File: src/rtl/inta_sequencer_pkg.sv
// Shared definitions for the 8259A interrupt-acknowledge initiator: FSM states and INTA levels.
package inta_sequencer_pkg;

    typedef enum logic [1:0] {
        ST_IDLE = 2'd0,
        ST_ACK1 = 2'd1,
        ST_GAP  = 2'd2,
        ST_ACK2 = 2'd3
    } inta_state_e;

    localparam logic INTA_ACTIVE = 1'b0;
    localparam logic INTA_IDLE   = 1'b1;

endpackage

File: src/rtl/inta_pulse_timer.sv
// Shared pulse/gap counter: counts up while enabled, terminal count when cnt equals the given limit.
module inta_pulse_timer #(
    parameter int CNT_W = 4
) (
    input  logic             clk,
    input  logic             rst_n,
    input  logic             clr,
    input  logic             en,
    input  logic [CNT_W-1:0] limit,
    output logic             tc
);

    logic [CNT_W-1:0] cnt;

    always_ff @(posedge clk) begin
        if (!rst_n)
            cnt <= '0;
        else if (clr)
            cnt <= '0;
        else if (en)
            cnt <= cnt + 1'b1;
    end

    assign tc = (cnt == limit);

endmodule

File: src/rtl/inta_sequencer.sv
// CPU-side 8259A INTA sequencer: two INTA pulses, vector capture on the second, valid/ready to the core.
// Optional abort on a dropped request at the end of pulse 1: define INTA_SPURIOUS_CHK_EN.
module inta_sequencer
    import inta_sequencer_pkg::*;
#(
    parameter int PULSE_CYCLES = 2,
    parameter int GAP_CYCLES   = 2,
    parameter int CNT_W        = 4
) (
    input  logic       clk,
    input  logic       rst_n,
    input  logic       INT,
    input  logic       int_en,
    input  logic [7:0] DATA_IN,
    output logic       INTA,
    output logic [7:0] vec_out,
    output logic       vec_valid,
    input  logic       vec_ready,
    output logic       busy,
    output logic       spurious
);

    localparam logic [CNT_W-1:0] PULSE_LIM = CNT_W'(PULSE_CYCLES - 1);
    localparam logic [CNT_W-1:0] GAP_LIM   = CNT_W'(GAP_CYCLES - 1);

    inta_state_e      state;
    logic             tc;
    logic             tmr_clr;
    logic [CNT_W-1:0] tmr_limit;

    // Every exit from a counting state happens on terminal count, so clearing on tc
    // (and holding clear in IDLE) restarts the counter on each transition.
    assign tmr_clr   = (state == ST_IDLE) || tc;
    assign tmr_limit = (state == ST_GAP) ? GAP_LIM : PULSE_LIM;

    inta_pulse_timer #(.CNT_W(CNT_W)) u_timer (
        .clk   (clk),
        .rst_n (rst_n),
        .clr   (tmr_clr),
        .en    (1'b1),
        .limit (tmr_limit),
        .tc    (tc)
    );

`ifdef INTA_SPURIOUS_CHK_EN
    logic spurious_q;
    assign spurious = spurious_q;
`else
    assign spurious = 1'b0;
`endif

    always_ff @(posedge clk) begin
        if (!rst_n) begin
            state     <= ST_IDLE;
            INTA      <= INTA_IDLE;
            vec_out   <= 8'h00;
            vec_valid <= 1'b0;
`ifdef INTA_SPURIOUS_CHK_EN
            spurious_q <= 1'b0;
`endif
        end else begin
`ifdef INTA_SPURIOUS_CHK_EN
            spurious_q <= 1'b0;
`endif
            if (vec_valid && vec_ready)
                vec_valid <= 1'b0;

            case (state)
                ST_IDLE: begin
                    // Single-entry buffer: a pending vector blocks the next acknowledge.
                    if (INT && int_en && !vec_valid) begin
                        state <= ST_ACK1;
                        INTA  <= INTA_ACTIVE;
                    end
                end
                ST_ACK1: begin
                    if (tc) begin
                        INTA <= INTA_IDLE;
`ifdef INTA_SPURIOUS_CHK_EN
                        if (!INT) begin
                            state      <= ST_IDLE;
                            spurious_q <= 1'b1;
                        end else
`endif
                        state <= ST_GAP;
                    end
                end
                ST_GAP: begin
                    if (tc) begin
                        state <= ST_ACK2;
                        INTA  <= INTA_ACTIVE;
                    end
                end
                ST_ACK2: begin
                    if (tc) begin
                        state     <= ST_IDLE;
                        INTA      <= INTA_IDLE;
                        vec_out   <= DATA_IN;
                        vec_valid <= 1'b1;
                    end
                end
                default: begin
                    state <= ST_IDLE;
                    INTA  <= INTA_IDLE;
                end
            endcase
        end
    end

    assign busy = (state != ST_IDLE);

endmodule
File: config.mk
export PLATFORM = sky130hd
export DESIGN_NAME = inta_sequencer
export DESIGN_NICKNAME = d
export VERILOG_FILES = /design/src/rtl/inta_sequencer_pkg.sv /design/src/rtl/inta_pulse_timer.sv /design/src/rtl/inta_sequencer.sv
export SDC_FILE = /design/constraint.sdc
export NUM_CORES = 1
export LEC_CHECK = 0
export CAP_MARGIN = 30
export CORE_MARGIN = 4
export CORE_UTILIZATION = 40
export CTS_CLUSTER_SIZE = 30
export DETAILED_ROUTE_END_ITERATION = 8
export HOLD_SLACK_MARGIN = 0.08
export PLACE_DENSITY = 0.82
export SLEW_MARGIN = 5
export SYNTH_ARGS = -nofsm -noshare
export SYNTH_HDL_FRONTEND = slang
export SYNTH_SLANG_ARGS = --single-unit
File: constraint.sdc
create_clock -name clk -period 3.94 [get_ports clk]
set_input_delay 0.394 -clock clk [delete_from_list [all_inputs] [get_ports clk]]
set_output_delay 0.394 -clock clk [all_outputs]
set_load 0.01 [all_outputs]
==> results_dict.tcl <==
set metrics [dict create \
    outcome "complete, no violations" \
    io_pins 25 \
    avgRoutedWirePerCell_um 11.4 \
    endpoint_kind "primary output" \
    critical_path_class "reg2out" \
    track_usage_pct 11.9 \
    setup_viol 0 \
    gp_congestion 0.736 \
    crit_path_frequent_cell "inv_1" \
    core_um2 1750 \
    synth_common_cells "16 x dfxtp_1, 11 x mux2i_1, 10 x nor2b_1, 7 x ha_1" \
    cts_setup_buffers 0 \
    crit_path_top_delay_cell "clkdlybuf4s50_1" \
    hold_viol 0 \
    ant_nets 0 \
    p_per_area_nw_per_um2 429 \
    critPathBufInv 3 \
    endpoint "busy" \
    fp.dieW_um 51.3 \
    yosys_warnings 0 \
    utilization_pct 58.2 \
    cts.sinks 16 \
    cap_violations 0 \
    cp_cell_sequence "inv_1, ha_1, inv_1, clkdlybuf4s50_1" \
    start_util_pct 43.0 \
    n_antenna_cell 0 \
    antenna_found_initial 0 \
    io_buffers 23 \
    period_share_pct 52.2 \
    worstPathArrival_ps 1660 \
    area_growth_syn_to_layout_pct 35.3 \
    die-area_um2 2630 \
    fmax_mhz 487 \
    grt_pass1_vias 533 \
    hold_buffers 0 \
    synthesis.nets 91 \
    fin_ws_ps 1880 \
    hpwl_um 1060 \
    setup_tns_ps 0 \
    viasPerCell 4.55 \
    postCtsResizedCells 0 \
    fin_nets 116 \
    async_reset_ff_share_pct 0 \
    critPathLaunch "state[0]$_SDFFE_PN0P_" \
    synth_top_area_cell "dfxtp_1" \
    synth_edf_count 0 \
    p_leak_nw 0.376 \
    grt_pass1_wl_um 2300 \
    yosys-top-cells-area "dfxtp_1 43%, mux2i_1 15%, ha_1 12%" \
    clk_pin_slew_worst_paths_ps 80 \
    drive_above_1_share_pct 6.38 \
    critical_path_required_ps 3550 \
    crit_cells 4 \
    cts_tree "built" \
    netlist_instances 71 \
    rsz0062_at_grt "no" \
    drtIter0Drc 9 \
    rows 15 \
    yosysSeqAreaShare_pct 42.7 \
    slowest_delay_ps 540 \
    clock_latency_ps 290 \
    root_buffer "clkbuf_4" \
    grt-ovfl-total 0 \
    r2r.worst_path.cells 5 \
    synth.distinct_cells 21 \
    dp_slack_ps 2210 \
    synthesis.area_um2 751 \
    vdd_drop_max_uv 326 \
    route.detailed.drc 0 \
    stdcell_area_um2 1020 \
    first_pass_iters 4 \
    fillers 150 \
    clock_tree.buffer_depth 2 \
    syn_area_per_cell_um2 10.6 \
    drv_slew 0 \
    path_delay_family "buffers and inverters" \
    num_vias 542 \
    cts_htree_levels 1 \
    yosysMostFrequentCell "dfxtp_1" \
    synth.top_cell.area_share_pct 42.7 \
    hp-class "reg2reg" \
    fin_crit_ps 2060 \
    start_kind "register" \
    cts_buffers 3 \
    die_h_um 51.3 \
    dpl_cell_area_um2 993 \
    ys_seq_elements 16 \
    critPathMaxFanout 4 \
    drt_wl_total_um 1360 \
    fin_skew_ps 3.46 \
    r2r_setup_slack_ps 2340 \
    synthFlopType "dfxtp_1" \
    r2r_start "state[0]$_SDFFE_PN0P_" \
    grt_start_max_net_pins 17 \
    rr_endpoint "state[0]$_SDFFE_PN0P_" \
]
[where the power goes]
| part | switching, mW | internal [mW] | total, mW |
|---|---|---|---|
| clock | 0.0514 | 0.0356 | 0.0870 |
| combinational | 0.0713 | 0.0829 | 0.154 |
| sequential | 0.0151 | 0.180 | 0.195 |
| total | 0.138 | 0.298 | 0.436 |
[logic make-up (layout without fill, tap and decap cells)]
| family | count (synthesis) | in the layout | synth area share, % |
|---|---|---|---|
| XOR/XNOR | 2 | 2 | 2.33 |
| other | 1 | 1 | 0.500 |
| adder cells (fa/ha/maj) | 7 | 7 | 11.7 |
| buffers and inverters | 7 | 30 | 4.50 |
| AO/OA/AOI/OAI | 3 | 3 | 4.50 |
| flip-flops | 16 | 16 | 42.7 |
| AND/OR/NAND/NOR | 24 | 24 | 19.2 |
| multiplexers | 11 | 11 | 14.7 |
[cells in the final DEF, fill, tap and decap left out, types with 2 or more instances in the layout]
cell type,count
nand3_1,2
nor2b_1,10
dfxtp_1,16
inv_1,4
mux2i_1,11
ha_1,7
clkbuf_4,3
nor2_1,4
nand2_1,3
clkdlybuf4s50_1,23
[metrics by stage]
| step | hold WS (ps) | std cells | power [mW] |
|---|---|---|---|
| floorplan | 434 | 71 | 0.298 |
| global placement | 450 | 116 | 0.346 |
| finish | 480 | 119 | 0.436 |
| global route | 541 | 119 | 0.460 |
| detailed placement | 461 | 116 | 0.353 |
| CTS | 484 | 119 | 0.441 |
[state kept, by name, summed over array words and instances, names as in the netlist]
register     cells
INTA             1
vec_out          8
u_timer.cnt      4
vec_valid        1
state            2
[final cells by class]
type	instances	area [um2]	area share (%)
clock buffer	3	22.5	2.22
timing repair buffer	23	230	22.7
sequential	16	320	31.5
tap	25	31.3	3.08
multi-input combinational	48	397	39.0
inverter	4	15.0	1.48
[layer usage]
metal	vias to the layer above	wire length (um)	global-route usage, %	part of all wire [%]
li1	276	-	-	-
met1	249	587	13.5	43
met2	12	651	19.1	48
met3	5	82	3.79	6.0
met4	0	39	7.86	2.9
met5	-	0	0	0
[how the worst min path moves through the flow]
stage | depth (start not counted) | startpoint | end
floorplan | 1 | u_timer.cnt[0]$_SDFF_PP0_ | u_timer.cnt[0]$_SDFF_PP0_
global placement | 1 | u_timer.cnt[0]$_SDFF_PP0_ | u_timer.cnt[0]$_SDFF_PP0_
CTS | 1 | u_timer.cnt[0]$_SDFF_PP0_ | u_timer.cnt[0]$_SDFF_PP0_
detailed placement | 1 | u_timer.cnt[0]$_SDFF_PP0_ | u_timer.cnt[0]$_SDFF_PP0_
finish | 1 | u_timer.cnt[0]$_SDFF_PP0_ | u_timer.cnt[0]$_SDFF_PP0_
global route | 2 | state[1]$_SDFFE_PN0P_ | state[1]$_SDFFE_PN0P_
No activity file was read; power rests on OpenSTA's default activity.
